===== config.mk =====
export PLATFORM = sky130hd
export DESIGN_NAME = alu_seq_flat
export DESIGN_NICKNAME = d
export VERILOG_FILES = /design/src/rtl/alu_seq_if.sv /design/src/rtl/alu_seq.sv /design/src/flat_wrapper.sv
export SDC_FILE = /design/constraint.sdc
export NUM_CORES = 1
export LEC_CHECK = 0
export ABC_AREA = 1
export BUFFER_PORTS_ARGS = -buffer_cell sky130_fd_sc_hd__buf_2
export CORE_MARGIN = 4
export CORE_UTILIZATION = 35
export CTS_CLUSTER_DIAMETER = 80
export CTS_CLUSTER_SIZE = 24
export DETAILED_ROUTE_END_ITERATION = 6
export PLACE_DENSITY = 0.54
export SYNTH_ARGS = -nofsm -noshare
export SYNTH_HDL_FRONTEND = slang
export SYNTH_SLANG_ARGS = --single-unit

===== constraint.sdc =====
create_clock -name clk -period 7.1 [get_ports clk]
set_clock_uncertainty 0.1 [all_clocks]
set_input_delay 0.71 -clock clk [delete_from_list [all_inputs] [get_ports clk]]
set_output_delay 0.71 -clock clk [all_outputs]
set_load 0.005 [all_outputs]

===== src/rtl/alu_seq_if.sv =====
// Request/result handshake bundle for alu_seq.
// The producer/consumer side takes the master modport, the ALU takes slave.
interface alu_seq_if #(
  parameter int WIDTH = 16
) ();
  logic             in_valid;
  logic             in_ready;
  logic [4:0]       in_op;
  logic [WIDTH-1:0] in_a;
  logic [WIDTH-1:0] in_b;
  logic             out_valid;
  logic             out_ready;
  logic [WIDTH-1:0] out_data;
  logic             out_z;
  logic             out_err;

  modport master (
    output in_valid, in_op, in_a, in_b, out_ready,
    input  in_ready, out_valid, out_data, out_z, out_err
  );

  modport slave (
    input  in_valid, in_op, in_a, in_b, out_ready,
    output in_ready, out_valid, out_data, out_z, out_err
  );
endinterface


===== src/rtl/alu_seq.sv =====
// Handshaked execute-stage ALU: 16 single-cycle ops plus iterative
// multiply/divide sharing one 2*WIDTH accumulator, one bit per cycle.
module alu_seq #(
  parameter int WIDTH = 16,
  parameter int SHW   = $clog2(WIDTH)
) (
  input  logic     clk,
  input  logic     rst,
  alu_seq_if.slave bus
);

  typedef enum logic [1:0] {
    ST_IDLE = 2'd0,
    ST_BUSY = 2'd1,
    ST_DONE = 2'd2
  } state_t;

  localparam logic [4:0] OP_ADD  = 5'd0;
  localparam logic [4:0] OP_SUB  = 5'd1;
  localparam logic [4:0] OP_XOR  = 5'd2;
  localparam logic [4:0] OP_ANDN = 5'd3;
  localparam logic [4:0] OP_ROL  = 5'd4;
  localparam logic [4:0] OP_SLL  = 5'd5;
  localparam logic [4:0] OP_ROR  = 5'd6;
  localparam logic [4:0] OP_SRL  = 5'd7;
  localparam logic [4:0] OP_BTR  = 5'd8;
  localparam logic [4:0] OP_EQZ  = 5'd9;
  localparam logic [4:0] OP_SCO  = 5'd10;
  localparam logic [4:0] OP_LBI  = 5'd11;
  localparam logic [4:0] OP_SEQ  = 5'd12;
  localparam logic [4:0] OP_SLBI = 5'd13;
  localparam logic [4:0] OP_SLT  = 5'd14;
  localparam logic [4:0] OP_SLE  = 5'd15;
  localparam logic [4:0] OP_MUL  = 5'd16;
  localparam logic [4:0] OP_MULH = 5'd17;
  localparam logic [4:0] OP_DIVU = 5'd18;
  localparam logic [4:0] OP_REMU = 5'd19;

  localparam logic [SHW-1:0] CNT_LAST = SHW'(WIDTH - 1);

  function automatic logic [WIDTH-1:0] f_bitrev(input logic [WIDTH-1:0] v);
    logic [WIDTH-1:0] r;
    for (int i = 0; i < WIDTH; i++) begin
      r[i] = v[WIDTH-1-i];
    end
    return r;
  endfunction

  state_t             r_state;
  logic [SHW-1:0]     r_cnt;
  logic [4:0]         r_op;
  logic [2*WIDTH-1:0] r_acc;
  logic [WIDTH-1:0]   r_b;
  logic               r_out_valid;
  logic [WIDTH-1:0]   r_data;
  logic               r_z;
  logic               r_err;

  logic               w_accept;
  logic               w_is_multi;
  logic               w_illegal;
  logic [WIDTH:0]     w_sum;
  logic [SHW-1:0]     w_sh;
  logic [2*WIDTH-1:0] w_rol;
  logic [2*WIDTH-1:0] w_ror;
  logic [WIDTH-1:0]   w_alu;
  logic               w_is_div;
  logic [WIDTH:0]     w_mul_sum;
  logic [WIDTH:0]     w_div_rem;
  logic [WIDTH:0]     w_div_diff;
  logic [2*WIDTH-1:0] w_acc_nxt;
  logic [WIDTH-1:0]   w_multi_res;
  logic               w_multi_err;

  // in_ready depends only on state and out_ready, never on in_valid
  assign bus.in_ready  = (r_state == ST_IDLE) || ((r_state == ST_DONE) && bus.out_ready);
  assign bus.out_valid = r_out_valid;
  assign bus.out_data  = r_data;
  assign bus.out_z     = r_z;
  assign bus.out_err   = r_err;

  assign w_accept   = bus.in_valid && bus.in_ready;
  assign w_is_multi = (bus.in_op >= OP_MUL) && (bus.in_op <= OP_REMU);
  assign w_illegal  = (bus.in_op > OP_REMU);
  assign w_is_div   = (r_op == OP_DIVU) || (r_op == OP_REMU);

  // Single-cycle result from the operands presented at acceptance
  always_comb begin
    w_sum = {1'b0, bus.in_a} + {1'b0, bus.in_b};
    w_sh  = bus.in_b[SHW-1:0];
    w_rol = {bus.in_a, bus.in_a} << w_sh;
    w_ror = {bus.in_a, bus.in_a} >> w_sh;
    w_alu = {WIDTH{1'b0}};
    case (bus.in_op)
      OP_ADD:  w_alu = w_sum[WIDTH-1:0];
      OP_SUB:  w_alu = bus.in_b - bus.in_a;
      OP_XOR:  w_alu = bus.in_a ^ bus.in_b;
      OP_ANDN: w_alu = bus.in_a & ~bus.in_b;
      OP_ROL:  w_alu = w_rol[2*WIDTH-1:WIDTH];
      OP_SLL:  w_alu = bus.in_a << w_sh;
      OP_ROR:  w_alu = w_ror[WIDTH-1:0];
      OP_SRL:  w_alu = bus.in_a >> w_sh;
      OP_BTR:  w_alu = f_bitrev(bus.in_a);
      OP_EQZ:  w_alu = bus.in_a;
      OP_SCO:  w_alu = {{(WIDTH-1){1'b0}}, w_sum[WIDTH]};
      OP_LBI:  w_alu = bus.in_b;
      OP_SEQ:  w_alu = {{(WIDTH-1){1'b0}}, (bus.in_a == bus.in_b)};
      OP_SLBI: w_alu = (bus.in_a << (WIDTH / 2)) | bus.in_b;
      OP_SLT:  w_alu = {{(WIDTH-1){1'b0}}, ($signed(bus.in_a) < $signed(bus.in_b))};
      OP_SLE:  w_alu = {{(WIDTH-1){1'b0}}, ($signed(bus.in_a) <= $signed(bus.in_b))};
      default: w_alu = {WIDTH{1'b0}};
    endcase
  end

  // One shift-add (multiply) or restoring shift-subtract (divide) step.
  // With a zero divisor every subtract succeeds, so the quotient saturates
  // to all-ones and the remainder half ends up holding A unmodified.
  always_comb begin
    w_mul_sum  = {1'b0, r_acc[2*WIDTH-1:WIDTH]} + (r_acc[0] ? {1'b0, r_b} : {(WIDTH+1){1'b0}});
    w_div_rem  = r_acc[2*WIDTH-1:WIDTH-1];
    w_div_diff = w_div_rem - {1'b0, r_b};
    if (w_is_div) begin
      if (!w_div_diff[WIDTH]) begin
        w_acc_nxt = {w_div_diff[WIDTH-1:0], r_acc[WIDTH-2:0], 1'b1};
      end else begin
        w_acc_nxt = {w_div_rem[WIDTH-1:0], r_acc[WIDTH-2:0], 1'b0};
      end
    end else begin
      w_acc_nxt = {w_mul_sum, r_acc[WIDTH-1:1]};
    end
    case (r_op)
      OP_MULH, OP_REMU: w_multi_res = w_acc_nxt[2*WIDTH-1:WIDTH];
      OP_MUL,  OP_DIVU: w_multi_res = w_acc_nxt[WIDTH-1:0];
      default:          w_multi_res = {WIDTH{1'b0}};
    endcase
    w_multi_err = w_is_div && (r_b == {WIDTH{1'b0}});
  end

  // Control FSM with registered result, flags and out_valid
  always_ff @(posedge clk) begin
    if (rst) begin
      r_state     <= ST_IDLE;
      r_cnt       <= {SHW{1'b0}};
      r_op        <= 5'd0;
      r_acc       <= {(2*WIDTH){1'b0}};
      r_b         <= {WIDTH{1'b0}};
      r_out_valid <= 1'b0;
      r_data      <= {WIDTH{1'b0}};
      r_z         <= 1'b1;
      r_err       <= 1'b0;
    end else begin
      case (r_state)
        ST_IDLE, ST_DONE: begin
          if (w_accept) begin
            r_op <= bus.in_op;
            if (w_is_multi) begin
              r_state     <= ST_BUSY;
              r_cnt       <= {SHW{1'b0}};
              r_acc       <= {{WIDTH{1'b0}}, bus.in_a};
              r_b         <= bus.in_b;
              r_out_valid <= 1'b0;
            end else begin
              r_state     <= ST_DONE;
              r_out_valid <= 1'b1;
              r_data      <= w_alu;
              r_z         <= (w_alu == {WIDTH{1'b0}});
              r_err       <= w_illegal;
            end
          end else if ((r_state == ST_DONE) && bus.out_ready) begin
            r_state     <= ST_IDLE;
            r_out_valid <= 1'b0;
          end else begin
            r_state <= r_state;
          end
        end
        ST_BUSY: begin
          r_acc <= w_acc_nxt;
          r_cnt <= r_cnt + {{(SHW-1){1'b0}}, 1'b1};
          if (r_cnt == CNT_LAST) begin
            r_state     <= ST_DONE;
            r_out_valid <= 1'b1;
            r_data      <= w_multi_res;
            r_z         <= (w_multi_res == {WIDTH{1'b0}});
            r_err       <= w_multi_err;
          end else begin
            r_state <= ST_BUSY;
          end
        end
        default: begin
          r_state     <= ST_IDLE;
          r_out_valid <= 1'b0;
        end
      endcase
    end
  end

endmodule


===== src/flat_wrapper.sv =====
// flat-port wrapper written by rule: the top's interface ports become plain ports
module alu_seq_flat 
#(
  parameter int WIDTH = 16,
  parameter int SHW   = $clog2(WIDTH)
)
  (clk, rst, bus_in_valid, bus_in_op, bus_in_a, bus_in_b, bus_out_ready, bus_in_ready, bus_out_valid, bus_out_data, bus_out_z, bus_out_err);
  alu_seq_if #(.WIDTH(WIDTH)) bus_i ();
  input  logic clk;
  input  logic rst;
  input wire logic [$bits(bus_i.in_valid)-1:0] bus_in_valid;
  input wire logic [$bits(bus_i.in_op)-1:0] bus_in_op;
  input wire logic [$bits(bus_i.in_a)-1:0] bus_in_a;
  input wire logic [$bits(bus_i.in_b)-1:0] bus_in_b;
  input wire logic [$bits(bus_i.out_ready)-1:0] bus_out_ready;
  output wire logic [$bits(bus_i.in_ready)-1:0] bus_in_ready;
  output wire logic [$bits(bus_i.out_valid)-1:0] bus_out_valid;
  output wire logic [$bits(bus_i.out_data)-1:0] bus_out_data;
  output wire logic [$bits(bus_i.out_z)-1:0] bus_out_z;
  output wire logic [$bits(bus_i.out_err)-1:0] bus_out_err;
  assign bus_i.in_valid = bus_in_valid;
  assign bus_i.in_op = bus_in_op;
  assign bus_i.in_a = bus_in_a;
  assign bus_i.in_b = bus_in_b;
  assign bus_i.out_ready = bus_out_ready;
  assign bus_in_ready = bus_i.in_ready;
  assign bus_out_valid = bus_i.out_valid;
  assign bus_out_data = bus_i.out_data;
  assign bus_out_z = bus_i.out_z;
  assign bus_out_err = bus_i.out_err;
  alu_seq #(.WIDTH(WIDTH), .SHW(SHW)) u_core (.clk(clk), .rst(rst), .bus(bus_i));
endmodule

# Word-level counts from Yosys, hierarchy flattened

Cells that the tools add are included.

Shift-type cells: 4
Bitwise logic cells: 4
Mux-type cells: 33
Add/subtract/negate cells: 5
Reductions and logical operators: 20
Magnitude comparators: 5
Equal/unequal tests: 28

Operator list:

| cell                                                | count |
|---|---|
| case mux 16 bit (16 select lines)                   | 1 |
| two-way mux 32 bit                                  | 4 |
| two-way mux 16 bit                                  | 4 |
| case mux 16 bit (2 select lines)                    | 2 |
| case mux 32 bit (2 select lines)                    | 1 |
| logical NOT 16 bit                                  | 3 |
| equality test 5 x 4 -> 1 bit, second input constant | 8 |
| << shifter 32 x 4 -> 32 bit                         | 1 |
| right shift 32 x 4 -> 16 bit                        | 1 |
| equality test 5 x 3 -> 1 bit, second input constant | 4 |
| equality test 5 bit, second input constant          | 4 |
| adder 16 x 16 -> 17 bit                             | 1 |
| adder 16 x 17 -> 17 bit                             | 1 |
| subtractor 17 x 16 -> 17 bit                        | 1 |
| AND 16 bit                                          | 1 |
| equality test 16 bit                                | 1 |
| <= comparator 16 bit                                | 1 |
| less-than comparator 16 bit                         | 1 |
| NOT 16 bit                                          | 1 |
| bitwise OR 16 bit                                   | 1 |
| << shifter 16 x 4 -> 16 bit                         | 1 |
| right shift 16 x 4 -> 16 bit                        | 1 |
| subtractor 16 bit                                   | 1 |
| bitwise XOR 16 bit                                  | 1 |
| 27 further kinds                                    | 53 |

Logic and storage cells: 108
Output and inout bits: 20
Bits in registers: 78
Input port bits: 41

# Depth between registers and ports, before layout

Word-level depth: 7
Mapped depth: 24
Gate-level depth less buffers: 23

# Worst setup path before layout

No wires, ideal clock.

Kind: input to register
Start: input port bus_in_b[3]
End: register u_core.r_z, in the netlist u_core.bus.out_z
Slack: 3786 ps
Library setup time: 59 ps
Required time: 6941 ps
Stages: 23
Path buffers: 4
Data arrival time: 3155 ps
Cell sequence: clkbuf_1 -> inv_1 -> buf_2 -> buf_1 -> ha_1 -> clkbuf_2 -> nand2_1 -> inv_1 -> a21oi_1 -> inv_1 -> a21oi_1 -> o21ai_1 -> nor2_1 -> nor2_1 -> nand2_1 -> nand3_1 -> nor2_1 -> nand2_1 -> nor2_1 -> nand3_1 -> nand2_1 -> nand2_1 -> nand2_1

Cells in the longest elaborated chain, start to end: 7
Elaborated cells on any way between the ends: 18
Those cells by class: add/sub (2); order compare (2); eq/ne (1); shift (4); mux (4); bitwise (4); reduce/logical (1)

RTL lines:

| item                                                            | RTL line           | source |
|---|---|---|
| start, declared                                                 | flat_wrapper.sv:14 | `input wire logic [$bits(bus_i.in_b)-1:0] bus_in_b;` |
| branches (longest 2 deep; another with adder 16 x 16 -> 17 bit) | --                 |  |
| case mux 16 bit (16 select lines) (*)                           | alu_seq.sv:94      | `case (bus.in_op)` |
| logical NOT 16 bit (*)                                          | alu_seq.sv:166     | `r_z <= (w_alu == {WIDTH{1'b0}});` |
| two-way mux 1 bit (*)                                           | alu_seq.sv:156     | `if (w_is_multi) begin` |
| two-way mux 1 bit (*)                                           | alu_seq.sv:154     | `if (w_accept) begin` |
| case mux 1 bit (2 select lines) (*)                             | alu_seq.sv:152     | `case (r_state)` |
| end signal, assigned                                            | alu_seq.sv:166     |  |
| end signal, assigned                                            | alu_seq.sv:183     | `r_z <= (w_multi_res == {WIDTH{1'b0}});` |
| end, declared                                                   | alu_seq.sv:56      | `logic r_z;` |

Every way passes the cells marked *. The select of a mux whose other input is x is not followed.
A chain may end at the register's enable or synchronous reset.

# Final worst setup path

Start: input port bus_in_b[0]
End: register u_core.r_z, in the netlist u_core.bus.out_z

Same word-level chain as after synthesis.

==> summary.md <==
| Metric | Value |
|---|---|
| Core Area | 30590 um^2 |
| Synth area leader | nand2_1 |
| Final Setup Violations | 0 |
| Fin crit period | 3.899 ns |
| Period Utilization, post-route | 54.92% |
| Avg WL per Cell | 20.86 um |
| Initial core utilization | 35.57% |
| Hold buffers post-CTS | 0 |
| CP Capture Type | flop |
| Maximum vdd drop | 0.09761 mV |
| Vias post-DR | 13546 |
| First-pass GRT wire length | 74.87 mm |
| Library cells used by synthesis | 52 |
| Worst Path Buf+Inv | 3 |
| Final hold violation count | 0 |
| Std-Cell Rows | 64 |
| Async set or reset register ratio after synthesis | 0% |
| Max-slew violation count | 0 |
| Hpwl dp | 39.35 mm |
| Layout cells sized above 1 | 7.226% |
| Synth area leaders | nand2_1 21%, dfxtp_1 14%, nand3_1 11% |
| # DRC | 0 |
| Outcome | finished, final reports clean |
| Slowest-stage cell, CP | buf_2 |
| Syn Nets | 2100 |
| Cells after DPL | 2359 |
| Remaining antenna violation count after routing | 0 |
| Clk sinks | 78 |
| Yosys warns | 0 |
| Cell area after layout | 11680 um^2 |
| Grt ovf | 0 |
| Post-CTS setup buffer count | 0 |
| Worst path max stage delay | 0.60 ns |
| Cell with the most instances after synthesis | nand2_1 |
| Setup crit start kind | input port |
| Cell-by-cell trace of the critical path | buf_2 > inv_1 > ha_1 > inv_1 > fa_1 > a21oi_1 > o21ai_1 > nand2_1 > nand2_1 > nor2_1 > nor2_1 > nand4_1 > nor2_1 > nand2_1 > nor2_1 > nand3_1 > nand2_1 > nand2_1 > nand2_1 |
| Post-synth top area share | 20.81% |
| MaxCap Viol Count | 0 |
| Synth Register Bits | 78 |
| Clock transition at path regs | 0.07 ns |
| FMAX | 0.2564 GHz |
| List of most frequent post-synthesis cells | 603 x nand2_1, 234 x nand3_1, 227 x inv_1 |
| Hold/Removal Path Class | reg -> reg |
| CP Max Fanout | 56 |
| Area grow syn2layout | 7.349% |
| Slew headroom | 22.95% |
| Syn_area_per_cell | 5.508 um^2 |
| Vias per std cell | 5.699 |
| WS Path Type | in -> reg |
| # fillers | 3492 |
| Die Y | 184.3 um |
| Post-CTS sizing | 0 |
| Total negative slack | 0 ns |
| Worst skew pair latency | 0.36 ns |
| Root Buffer | clkbuf_16 |
| RSZ-0062 raised after global routing | false |
| Number of CTS-inserted buffers | 9 |
| Top_reg_cell synth | dfxtp_1 |
| Post-synthesis sequential area ratio | 14.35% |
| Post-Syn Area | 10880 um^2 |
| Die area | 33970 um^2 |
| Tot GR Track Use | 28.54% |
| Placed cell areas | 11380 um^2 |
| IO Port Bufs | 60 |
| RePlAce Congestion | 1.076 |
| Most common cell on crit path | nand2_1 |
| Max Root-Sink Buffers | 2 |
| Initial antenna violation count | 2 |
| Final cell count without fillers | 2377 |
| Crit-path leading delay family | simple AND/OR/NAND/NOR gates |
| CTS tree | built |
| Actual slew at the worst max-slew pin | 1.154 ns |
| WHS | 0.3588 ns |
| Final design utilization | 38.18% |
| TritonRoute pass-1 iters | 6 |
| Largest net degree at the start of global routing | 57 |
| Post-synth EDFFs | 0 |
| WL final | 49.59 mm |
| Pwr per Cell Area | 133.7 nW/um^2 |
| Leakage dissipation | 5.845 nW |
| Initial DRC count | 1671 |
| I/O Pins | 61 |
| Vias in the first global route | 12525 |
| Die X | 184.3 um |
| # H-tree levels | 3 |
| Nets | 2099 |
| Critical Path AT | 4.10 ns |
| Cells after Synth | 1975 |
| Critical path data required time | 7.30 ns |
==> cells in the final DEF, fill, tap and decap left out, types with 9 or more instances in the layout <==
cell / netlist / final
nand2_2: 12 / 12
inv_1: 227 / 227
buf_4: 3 / 11
nand3_2: 11 / 11
buf_2: 26 / 60
o22ai_1: 15 / 15
nand4_1: 24 / 24
o211ai_1: 28 / 28
nor2_2: 7 / 9
or2_2: 9 / 9
clkbuf_16: 0 / 9
o21ai_1: 9 / 9
dfxtp_1: 78 / 78
o21bai_1: 9 / 9
nor3_1: 15 / 15
nor2_1: 167 / 164
nand3_1: 234 / 234
a21oi_1: 158 / 158
o21ai_0: 129 / 129
ha_1: 80 / 80
nand2_1: 603 / 603
==> stage by stage <==
step / setup slack (ns) / power (mW)
floorplan: 3.786 / 0.8817
global placement: 2.952 / 1.087
detailed placement: 2.977 / 1.079
CTS: 3.331 / 1.551
global route: 2.880 / 1.643
finish: 3.201 / 1.561
==> final timing paths <==
check / startpoint / endpoint / slack (ns) / cells past startpoint
setup reg to reg: u_core.r_acc[0]$_SDFFE_PP0P_ / u_core.bus.out_z$_SDFFE_PP1P_ / 3.56 / 23
setup / recovery: bus_in_b[0] / u_core.bus.out_z$_SDFFE_PP1P_ / 3.20 / 19
hold reg to reg: u_core.bus.out_valid$_SDFFE_PP0P_ / u_core.bus.out_valid$_SDFFE_PP0P_ / 0.36 / 2
hold / removal: u_core.bus.out_valid$_SDFFE_PP0P_ / u_core.bus.out_valid$_SDFFE_PP0P_ / 0.36 / 2
==> routing by layer <==
layer | wire [um] | share of wire (%) | GRT usage, %
met1 | 20690 | 42 | 37.80
met2 | 21890 | 44 | 44.84
met5 | 27 | 0.054 | 0
met4 | 2555 | 5.2 | 13.34
met3 | 4427 | 8.9 | 5.427
==> report_power, final <==
part	leakage [nW]	switching [mW]	internal, mW
Combinational	5.08	0.452	0.172
Sequential	0.633	0.0137	0.453
Clock	0.134	0.219	0.252
==> flip-flops by register name, summed over array words and instances (netlist names) <==
| signal | count |
|---|---|
| u_core.r_acc | 32 |
| u_core.bus.out_data | 16 |
| u_core.r_b | 16 |
| u_core.r_op | 5 |
| u_core.r_cnt | 4 |
| u_core.r_state | 2 |
| u_core.bus.out_err | 1 |
| u_core.bus.out_valid | 1 |
| u_core.bus.out_z | 1 |
==> logic make-up (layout without fill, tap and decap cells) <==
| logic type | after synthesis | in the layout | synth area share, % |
|---|---|---|---|
| AND/OR/NAND/NOR | 1103 | 1103 | 43.59 |
| AO/OA/AOI/OAI | 384 | 384 | 19.64 |
| buffers and inverters | 315 | 319 | 11.56 |
| adder cells (fa/ha/maj) | 84 | 84 | 9.937 |
| flip-flops | 78 | 78 | 14.35 |
| XOR/XNOR | 8 | 8 | 0.6441 |
| multiplexers | 3 | 3 | 0.2760 |
| other | 0 | 2 | 0 |
==> final cells by class <==
cell class	count	area (um^2)	share of cell area [%]
timing repair buffer	71	382.9	3.278
multi-input combinational	1582	8073	69.12
sequential	78	1562	13.37
clock buffer	10	239.0	2.046
antenna	2	5.005	0.04285
inverter	232	870.8	7.457
tap	396	495.5	4.243
clock inverter	6	51.30	0.4393
==> worst reg2reg max path, delay by kind of cell, from the launching register on <==
family                   cells  cell delay, ns
buffers and inverters        3            0.25
XOR/XNOR                     1            0.15
adder cells (fa/ha/maj)      2            0.60
AND/OR/NAND/NOR             17            1.58
flip-flops                   1            0.82
Note: power is estimated with default switching activity, not from simulation.
